--- src/rtl/sdram_init_cfg.sv ---
// rtl/sdram_init_cfg.sv - SDRAM power-up init sequencer with on-demand re-init
// Issues PRE, AREF x AREF_NUM and MSET with parametrised gaps, then holds flag_init_end.
module sdram_init_cfg #(
  parameter int         DELAY_CYC = 20000,
  parameter int         T_RP      = 2,
  parameter int         T_RFC     = 8,
  parameter int         AREF_NUM  = 2,
  parameter int         T_MRD     = 2,
  parameter int         ADDR_W    = 13,
  parameter logic [2:0] MR_BL     = 3'b010,
  parameter logic       MR_BT     = 1'b0,
  parameter logic [2:0] MR_CL     = 3'b011,
  parameter logic       MR_WB     = 1'b0
) (
  input  logic              sclk,
  input  logic              s_rst,
  input  logic              init_req,
  output logic [3:0]        cmd_reg,
  output logic [ADDR_W-1:0] sdram_addr,
  output logic [1:0]        sdram_ba,
  output logic              flag_init_end
);

  localparam int MAX_A = (DELAY_CYC > T_RFC) ? DELAY_CYC : T_RFC;
  localparam int MAX_B = (T_RP > T_MRD) ? T_RP : T_MRD;
  localparam int MAX_C = (MAX_A > MAX_B) ? MAX_A : MAX_B;
  localparam int CNT_W = $clog2(MAX_C + 1);

  // Gap waits end one cycle early: the command state itself fills the first cycle.
  localparam logic [CNT_W-1:0] WAIT_END = CNT_W'(DELAY_CYC - 1);
  localparam logic [CNT_W-1:0] TRP_END  = CNT_W'((T_RP > 1) ? T_RP - 2 : 0);
  localparam logic [CNT_W-1:0] TRFC_END = CNT_W'((T_RFC > 1) ? T_RFC - 2 : 0);
  localparam logic [CNT_W-1:0] TMRD_END = CNT_W'((T_MRD > 1) ? T_MRD - 2 : 0);
  localparam logic [3:0]       AREF_N   = 4'(AREF_NUM);

  localparam logic [3:0] CMD_NOP  = 4'b0111;
  localparam logic [3:0] CMD_PRE  = 4'b0010;
  localparam logic [3:0] CMD_AREF = 4'b0001;
  localparam logic [3:0] CMD_MSET = 4'b0000;

  localparam logic [ADDR_W-1:0] ADDR_PALL = ADDR_W'(11'h400);
  localparam logic [ADDR_W-1:0] ADDR_MODE =
    ADDR_W'({MR_WB, 2'b00, MR_CL, MR_BT, MR_BL});

  typedef enum logic [2:0] {
    S_WAIT, S_PRE, S_TRP, S_AREF, S_TRFC, S_MRS, S_TMRD, S_DONE
  } state_t;

  state_t           state_q, state_d;
  logic [CNT_W-1:0] cnt_q, cnt_d;
  logic [3:0]       ref_q, ref_d;
  logic [3:0]       cmd_q, cmd_d;
  logic             done_q, done_d;

  always_comb begin
    state_d = state_q;
    cnt_d   = '0;
    ref_d   = ref_q;
    cmd_d   = CMD_NOP;
    done_d  = 1'b0;
    case (state_q)
      S_WAIT: begin
        if (cnt_q == WAIT_END) begin
          state_d = S_PRE;
          cmd_d   = CMD_PRE;
        end else begin
          cnt_d = cnt_q + CNT_W'(1);
        end
      end
      S_PRE: begin
        if (T_RP == 1) begin
          state_d = S_AREF;
          cmd_d   = CMD_AREF;
          ref_d   = ref_q + 4'd1;
        end else begin
          state_d = S_TRP;
        end
      end
      S_TRP: begin
        if (cnt_q == TRP_END) begin
          state_d = S_AREF;
          cmd_d   = CMD_AREF;
          ref_d   = ref_q + 4'd1;
        end else begin
          cnt_d = cnt_q + CNT_W'(1);
        end
      end
      S_AREF, S_TRFC: begin
        // ref_q already counts the AREF just issued.
        if (state_q == S_AREF && T_RFC != 1) begin
          state_d = S_TRFC;
        end else if (state_q == S_TRFC && cnt_q != TRFC_END) begin
          cnt_d = cnt_q + CNT_W'(1);
        end else if (ref_q < AREF_N) begin
          state_d = S_AREF;
          cmd_d   = CMD_AREF;
          ref_d   = ref_q + 4'd1;
        end else begin
          state_d = S_MRS;
          cmd_d   = CMD_MSET;
        end
      end
      S_MRS: begin
        if (T_MRD == 1) begin
          state_d = S_DONE;
          done_d  = 1'b1;
        end else begin
          state_d = S_TMRD;
        end
      end
      S_TMRD: begin
        if (cnt_q == TMRD_END) begin
          state_d = S_DONE;
          done_d  = 1'b1;
        end else begin
          cnt_d = cnt_q + CNT_W'(1);
        end
      end
      default: begin
        // Re-init skips the power-up wait and starts straight at PRECHARGE.
        if (init_req) begin
          state_d = S_PRE;
          cmd_d   = CMD_PRE;
          ref_d   = 4'd0;
        end else begin
          done_d = 1'b1;
        end
      end
    endcase
  end

  always_ff @(posedge sclk or posedge s_rst) begin
    if (s_rst) begin
      state_q <= S_WAIT;
      cnt_q   <= '0;
      ref_q   <= 4'd0;
      cmd_q   <= CMD_NOP;
      done_q  <= 1'b0;
    end else begin
      state_q <= state_d;
      cnt_q   <= cnt_d;
      ref_q   <= ref_d;
      cmd_q   <= cmd_d;
      done_q  <= done_d;
    end
  end

  assign cmd_reg       = cmd_q;
  assign flag_init_end = done_q;
  assign sdram_ba      = 2'b00;
  assign sdram_addr    = (cmd_q == CMD_MSET) ? ADDR_MODE : ADDR_PALL;

endmodule

--- config.mk ---
export PLATFORM = sky130hd
export DESIGN_NAME = sdram_init_cfg
export DESIGN_NICKNAME = d
export VERILOG_FILES = /design/src/rtl/sdram_init_cfg.sv
export SDC_FILE = /design/constraint.sdc
export NUM_CORES = 1
export LEC_CHECK = 0
export CELL_PAD_IN_SITES_DETAIL_PLACEMENT = 1
export CELL_PAD_IN_SITES_GLOBAL_PLACEMENT = 1
export CORE_MARGIN = 1
export CORE_UTILIZATION = 44
export DETAILED_ROUTE_END_ITERATION = 6
export GPL_TIMING_DRIVEN = 1
export PLACE_DENSITY = 0.9
export SLEW_MARGIN = 20
export SYNTH_ARGS = -nofsm -noshare
export SYNTH_HDL_FRONTEND = slang
export SYNTH_SLANG_ARGS = --single-unit
--- constraint.sdc ---
create_clock -name sclk -period 3.55 [get_ports sclk]
set_input_delay 0.355 -clock sclk [delete_from_list [all_inputs] [get_ports sclk]]
set_output_delay 0.355 -clock sclk [all_outputs]
set_load 0.02 [all_outputs]
---- Word-level counts from Yosys, hierarchy flattened ----
Cells that the tools add are included.
operators by class
  equal/unequal tests ..................... 15
  multiplexer cells ....................... 30
  $add $sub $neg .......................... 2
  order comparisons ....................... 1
  shift operators ......................... 0
  multipliers ............................. 0
  reductions and logical operators ........ 13
  bitwise operators ....................... 1
  divide/modulo/power cells ............... 0
operators by type and width
  kind                                                                           count
  15-bit two-way mux                                                             4
  15-bit case mux with 3 select lines                                            1
  3-bit two-way mux                                                              12
  4-bit two-way mux                                                              5
  3-bit case mux with 6 select lines                                             1
  15-bit by 1-bit adder with 15-bit output (second input constant)               1
  15-bit equality test (second input constant)                                   1
  15-bit logical NOT                                                             1
  15-bit by 3-bit != test with 1-bit output (second input constant)              1
  2-bit != test (second input constant)                                          6
  3-bit case mux with 4 select lines                                             1
  4-bit case mux with 3 select lines                                             1
  11-bit two-way mux                                                             1
  3-bit equality test (second input constant)                                    3
  7-bit nonzero test                                                             1
  3-bit by 2-bit equality test with 1-bit output (second input constant)         2
  6-bit AND reduction                                                            1
  6-bit OR reduction                                                             1
  5-bit AND reduction                                                            1
  4-bit by 1-bit adder with 4-bit output (second input constant)                 1
  4-bit logical NOT                                                              1
  4-bit by 2-bit less-than comparator with 1-bit output (second input constant)  1
  2-bit OR reduction                                                             2
  4-bit OR reduction                                                             1
  other kinds (9)                                                                11
storage, ports and cells
  input bits .............................. 3
  ROM bits ................................ 0
  memory bits (writable) .................. 0
  latch bits .............................. 0
  memories kept ........................... 0
  bits in registers ....................... 27
  logic and storage cells ................. 67
  output and inout bits ................... 20

---- Logic depth before layout (Yosys ltp) ----
Gate-level depths: netlist of run 1.
  depth after elaboration ................. 5
  mapped depth ............................ 8
  depth with buffers taken out ............ 7

---- Least setup slack after synthesis of run 1 ----
OpenSTA, ideal clock, no wires.
  path kind ............................... register -> register
  start ................................... reg cnt_q[0]
  end ..................................... reg ref_q[0]
  period minus slack after synthesis ...... 2.299 ns
  required time ........................... 3.425 ns
  stages on the path, launching flop included .. 8
  slack ................................... 1.251 ns
  library setup time ...................... 0.125 ns
  buffers on the path ..................... 0
  arrival time ............................ 2.174 ns
  path through ............................ dfrtp_1 > inv_1 > ha_1 > or4b_1 > nor4_4 > a211oi_2 > or3_4 > mux2_4
between the ends
  longest elaborated chain between the ends .. 4
  elaborated cells on any way between the ends .. 6
  those cells by class .................... 3 x eq/ne; 3 x reduce/logical
RTL lines
  element                                    line  source
  from (decl)                                50    logic [CNT_W-1:0] cnt_q, cnt_d;
  from (signal assigned)                     141   cnt_q <= cnt_d;
  15-bit by 3-bit != test with 1-bit output  92    end else if (state_q == S_TRFC && cnt_q != TRFC_END) begin
  1-bit logical AND                          92
  2-bit != test (no source line)             n/a
  6-bit AND reduction (no source line) (*)   n/a
  to (signal assigned)                       142   ref_q <= ref_d;
  to (decl)                                  51    logic [3:0] ref_q, ref_d;
Mark *: on every way between the ends. The rest lies on a longest branch, timed or not.
A chain may end at the register's enable or synchronous reset.

---- Final worst setup path of run 1 ----
  start ................................... reg cnt_q[0]
  end ..................................... reg cnt_q[0]
between the ends
  longest elaborated chain between the ends .. 5
  elaborated cells on any way between the ends .. 10
  those cells by class .................... 1 x add/sub; 2 x eq/ne; 5 x mux; 2 x reduce/logical
RTL lines
  element                                                                                           line  source
  parallel branches: the longest is 4 deep, another holds 15-bit by 1-bit adder with 15-bit output  n/a
  15-bit case mux with 3 select lines (*)                                                           61    case (state_q)
  via cnt_d[0]                                                                                      50
Mark *: on every way through the listed nets, which the timed path passes.

==> key figures, run 1 <==
Clock tree
  – Clock sink total: 26
  – Htree depth: 1
  – Clock Tree Buf Depth: 2
  – CTS Buf Count: 3
  – Post_cts resized: 0
  – Root Driver: clkbuf_4
  – Setup repair bufs after CTS: 0
  – Clk Latency, worst-skew pair: 340 ps
  – Clock transition at the registers of the reported paths: 150 ps
  – CTS tree: done
  – # hold bufs at CTS: 0

Setup path
  – Critical path startpoint category: flip-flop
  – Flop-to-flop setup slack: 830 ps
  – Worst R2R Path Depth: 7
  – WS Path Type: flip-flop to flip-flop
  – CP Capture Type: flip-flop
  – Worst Path Arrival: 2910 ps
  – Critical Path RT: 3740 ps
  – Critical path fanouts, max: 15

Layout
  – Layout cells sized above 1: 0.1098
  – Nets: 182
  – Largest Register: cnt_q
  – Post-layout instance area: 1692 µm²
  – Multi-input logic area: 809.5 µm²
  – Fillers: 397
  – Max reg flops: 15
  – Final antenna diode count: 0
  – Area growth syn-to-layout: 7.216%
  – Seq. cell area: 654.4 µm²
  – Largest registers: cnt_q x15, ref_q x4

Power
  – Pwr/cell area: 674.4 nW/µm²
  – P_leak: 0.0007510 µW
  – Tot Pwr: 1141 µW
  – Peak supply drop: 0.0002126 V

Yosys
  – Mapped Cells: 166
  – Synth top area share: 0.3648
  – Xor-xnor portion of the synthesized cell area: 0.07216
  – Largest family of logic cells by synthesized area: simple AND/OR/NAND/NOR gates
  – Post-synthesis sequential area ratio: 0.4148
  – Async S/R FF share, synth: 1.000
  – Post-synthesis average cell area: 9.505 µm²
  – Simple-gate portion of the synthesized area: 0.2546
  – Synth Cell Area: 1578 µm²
  – Synth area leaders: dfrtp_1 36%, buf_4 6.7%, nor2_1 6.2%
  – Post-synth EDFFs: 0
  – Yosys Warn Count: 0
  – Post-synthesis adder-cell area fraction: 0.03965
  – #FFs+latches synth: 26
  – Commonest cells post-synth: 26 x nor2_1, 23 x dfrtp_1, 14 x buf_4, 9 x inv_1, 8 x nand3_1
  – Mux cell area share after synthesis: 0.01903
  – Post-synthesis compound-gate area fraction: 0.09913
  – Count leader, synth: nor2_1
  – Synth cell types: 44
  – Most used DFF post-synth: dfrtp_1
  – Area leader, netlist: dfrtp_1

Routing
  – WL/cell: 15.07 µm
  – Pre-Repair DR Iteration Count: 4
  – Number of routed nets with antenna violations: 0
  – WL final: 3300 µm
  – Vias/cell: 5.365
  – Vias: 1175
  – Drt initial violations: 49
  – # DRC: 0

Floorplan
  – Die Area: 3829 µm²
  – Initial core utilization: 0.4655
  – Row cnt: 21
  – I/O pins: 23
  – Die Width: 61.88 µm
  – CORE AREA: 3390 µm²
  – Die height: 61.88 µm

Timing
  – Hold Fails Final Rpt: 0
  – Post-layout min period: 2721 ps
  – Slew @ Worst Pin: 924.0 ps
  – RSZ-0062 raised after global routing: false
  – Fmax: 367.5 MHz
  – Sum Neg Setup Slack: 0 ps
  – Final setup viols: 0
  – Post-route clock period utilization: 0.7666
  – Final Skew: 2.179 ps
  – Slew margin rel.: 0.3807
  – Pins over their slew limit: 0

GRT
  – First-pass GRT wire length: 5561 µm
  – Grt ovf: 0
  – Largest net degree at the start of global routing: 27
  – Global Route Usage Sum: 0.2016
  – Vias in the first global route: 1144
  – Initial antenna violation count: 0

Place
  – Gpl congestion: 0.8955
  – DP Wirelength: 2363 µm
  – Area of placed instances: 1655 µm²
  – IO Port Bufs: 10

Run status
  – Status: finished clean

Min path
  – Min-Delay Path Class: primary input to asynchronous set/reset pin

Run
  – Max cap viols: 0
## final timing paths
path,start,to
hold reg to reg,ref_q[3],ref_q[3]
setup reg to reg,cnt_q[0],cnt_q[0]
max in group asynchronous,s_rst,cnt_q[4]
min in group sclk,ref_q[3],ref_q[3]
setup / recovery,cnt_q[0],cnt_q[0]
hold / removal,s_rst,cnt_q[9]
## layer usage
metal  vias up  part of all wire  wire length [µm]  GRT usage
met5         -                 0                 0          0
met4         0             0.022                72    0.08254
met3         7             0.033               109    0.03520
met2        30              0.50              1648     0.3318
met1       581              0.45              1469     0.2626
li1        557                 -                 -          -
## cell usage in the layout, fill, tap and decap left out, drive strengths merged, types with 4 or more instances in the layout
master and instances:
nand3 8, xnor2 7, nor4 4, ha 5
xor2 6, dfrtp 23, clkdlybuf4s50 10, nor2 27
nor3 4, inv 8, a21oi 5, clkbuf 4
nand2 5, and3 4, or3 5, o21ai 5
conb 12
## per-stage QoR
| step | util | hold WS [ps] | worst slack (ps) | instances |
|---|---|---|---|---|
| 2_1_floorplan | - | 392.8 | 1251 | 177 |
| 3_3_place_gp | 0.4884 | 520.9 | 992.5 | 215 |
| 3_5_place_dp | 0.4884 | 533.1 | 847.1 | 215 |
| 4_1_cts | 0.4991 | 565.3 | 820.8 | 219 |
| 5_1_grt | 0.4991 | 450.6 | 569.8 | 219 |
| 6_report | 0.4991 | 389.2 | 828.6 | 219 |
## report_power, final
group	switching [µW]	leakage, µW	internal [µW]
combinational	318	0.000387	214
clock	95.2	0.0000210	63.0
sequential	85.7	0.000343	364
## area by class of cell
cell class,instances,share of cell area
multi-input combinational,124,0.4786
inverter,9,0.01997
tap,46,0.03402
timing repair buffer,10,0.05917
sequential,26,0.3868
clock buffer,4,0.02145
## critical path, cell delays in order (launching register included)
cell     delay, ps
dfrtp_1        490
inv_1          110
ha_1           140
or4bb_1        490
nor4_2         310
nor2_4         100
nor3_2         780
nor2_1         150
## kinds of logic after synthesis
kind of cell | Yosys count
xor gates and xnor gates | 13
buffers and inverters | 27
other | 1
DFF | 26
muxes | 2
adders and majority gates | 5
AOI/OAI and AO/OA | 23
and+or+nand+nor | 69
Note: power is estimated with default switching activity, not from simulation.
==> run 2, diff against run 1 <==
CORE_UTILIZATION = 37   (was 44)
PLACE_DENSITY = 0.82   (was 0.9)
clock period = 2.22 ns   (was 3.55 ns; I/O delays follow)
==> key figures, run 2 (synthesized netlist as in run 1, its figures left out) <==
Run status
  – Status: finished with violations
  – Failing checks: negative setup slack

Routing
  – Vias: 1239 (+5.4%)
  – Number of routed nets with antenna violations: 0 (unchanged)
  – WL/cell: 16.14 µm (+7.1%)
  – Drt initial violations: 40 (-18%)
  – # DRC: 0 (unchanged)
  – Vias/cell: 5.163 (-3.8%)
  – Pre-Repair DR Iteration Count: 4 (unchanged)
  – WL final: 3874 µm (+17%)

Setup path
  – Crit path from: cnt_q[0]
  – WS Path Type: flip-flop to flip-flop
  – Worst r2r src: cnt_q[0]
  – CP cell instances: inv_2 -> ha_1 -> or4bb_4 -> nor4_4 -> buf_4 -> nor2_4 -> or3_4 -> mux2_4
  – Worst Path Arrival: 2470 ps (-440 ps)
  – Max stage delay on crit path: 550 ps (-230 ps)
  – Critical path fanouts, max: 4 (-11)
  – Crit. path cell count: 8 (+1)
  – CP Capture Type: flip-flop
  – CP Capture Point: ref_q[0]
  – Slowest library cell on the worst path: or4bb_4
  – Reg-to-reg endpoint: ref_q[0]
  – Critical path startpoint category: flip-flop
  – Cell family with most CP delay: simple AND/OR/NAND/NOR gates
  – Worst Path Buf+Inv: 2 (+1)
  – Flop-to-flop setup slack: -70 ps (-900 ps)
  – Critical Path RT: 2400 ps (-1340 ps)
  – Worst R2R Path Depth: 8 (+1)

Clock tree
  – Htree depth: 1 (unchanged)
  – Clock transition at the registers of the reported paths: 100 ps (-50 ps)
  – Clk Latency, worst-skew pair: 290 ps (-50 ps)
  – Root Driver: clkbuf_8
  – # hold bufs at CTS: 0 (unchanged)
  – Clock sink total: 26 (unchanged)
  – Clock Tree Buf Depth: 2 (unchanged)
  – CTS Buf Count: 3 (unchanged)
  – CTS tree: done

Layout
  – Post-layout util: 0.4672 (-0.03192)
  – Post-layout instance area: 1896 µm² (+12%)
  – Layout cells sized above 1: 0.2105 (+0.1007)
  – Nets: 199 (+9.3%)
  – Largest Register: cnt_q
  – Commonest non-fill, non-tap cell in the layout: nor2_1
  – Post-route insts no fill: 240 (+9.6%)
  – Area growth syn-to-layout: 20.14%
  – Final antenna diode count: 0 (unchanged)
  – Max reg flops: 15 (unchanged)
  – Leading cell types in the layout, fill and taps excluded: 26 x nor2_1, 23 x dfrtp_1, 15 x buf_4
  – Largest registers: cnt_q x15, ref_q x4

Min path
  – Min-Delay Path Class: primary input to asynchronous set/reset pin

Timing
  – Final setup viols: 11 (+11)
  – Pins over their slew limit: 0 (unchanged)
  – Post-layout min period: 2290 ps (-431.8 ps)
  – RSZ-0062 raised after global routing: true
  – Post-route clock period utilization: 1.031 (+0.2648)
  – Final Worst Setup Slack: -69.62 ps (-898.2 ps)
  – Sum Neg Setup Slack: -207.8 ps (-207.8 ps)
  – Final Skew: 7.451 ps (+5.273 ps)
  – Hold Fails Final Rpt: 0 (unchanged)
  – Fmax: 436.8 MHz (+19%)

Floorplan
  – Row cnt: 23 (+9.5%)
  – Die Area: 4529 µm² (+18%)
  – Die Width: 67.30 µm (+8.8%)
  – CORE AREA: 4058 µm² (+20%)
  – I/O pins: 23 (unchanged)
  – Initial core utilization: 0.3888 (-0.07665)
  – Die height: 67.30 µm (+8.8%)

GRT
  – Global Route Usage Sum: 0.1963 (-0.005282)
  – Largest net degree at the start of global routing: 27 (unchanged)
  – First-pass GRT wire length: 6354 µm (+14%)
  – Initial antenna violation count: 0 (unchanged)
  – Vias in the first global route: 1291 (+13%)
  – Grt ovf: 0 (unchanged)

Run
  – Max cap viols: 0 (unchanged)

Place
  – Placed Cells: 234 (+8.8%)
  – Gpl congestion: 0.8016 (-10%)
  – Area of placed instances: 1777 µm² (+7.3%)
  – IO Port Bufs: 10 (unchanged)
  – DP Wirelength: 2664 µm (+13%)

Power
  – Tot Pwr: 2212 µW (+94%)
  – Peak supply drop: 0.0003362 V (+58%)
  – P_leak: 0.0008640 µW (+15%)
  – Pwr/cell area: 1167 nW/µm² (+73%)
[run 2: cell count changes in the layout (fill, tap and decap cells not counted), sizes merged]
cell / delta
clkinv: -1
clkbuf: -1
buf: +17
bufinv: +1
inv: +1
[run 2: cell type report]
class	count	area (µm²)
repair buffers	27	235.2
clock inverters	1	30.03
multi-input cells	124	838.3
clock buffers	3	41.29
flip-flops and latches	26	654.4
inverters	9	33.78
fillers	468	2162
well taps	50	62.56
[run 2: worst min-delay path by stage]
stage,from,end,slack (ps),cells after the start
final,s_rst,state_q[0],290,3
after CTS,s_rst,state_q[0],310,3
after floorplan,s_rst,cnt_q[0],260,1
after global placement,ref_q[3],ref_q[3],510,2
after global routing,s_rst,state_q[0],350,3
after detailed placement,ref_q[3],ref_q[3],530,2
[run 2: metrics by stage]
| stage | worst slack (ps) | hold slack (ps) |
|---|---|---|
| 6_report | -69.62 | 286.7 |
| 5_1_grt | -139.2 | 348.9 |
| 4_1_cts | -87.05 | 306.9 |
| 3_5_place_dp | -68.05 | 525.5 |
| 3_3_place_gp | 33.81 | 514.1 |
| 2_1_floorplan | -58.67 | 259.8 |
[run 2: worst min-delay path, stage by stage]
cell and delay (ps):
clkdlybuf4s50_1 400, inv_1 50, buf_4 310
[run 2: timing repair]
item,in CTS,in global routing
pin swaps,1,0
buffers inserted,0,1
resized for setup,7,1
setup endpoints to repair,19,19
gates cloned,1,0
[run 2: where the power goes]
part / internal (µW) / leakage [µW] / total, µW / switching, µW
clock network: 242 / 0.0000357 / 408 / 166
registers: 583 / 0.000343 / 704 / 121
logic: 492 / 0.000485 / 1100 / 608
[run 2: layer usage]
metal  track usage  share of wire  vias up
li1              -              -      599
met1        0.2327           0.42      613
met2        0.3538           0.54       22
met3       0.02703          0.021        5
met4       0.07713          0.017        0
met5             0              0        -
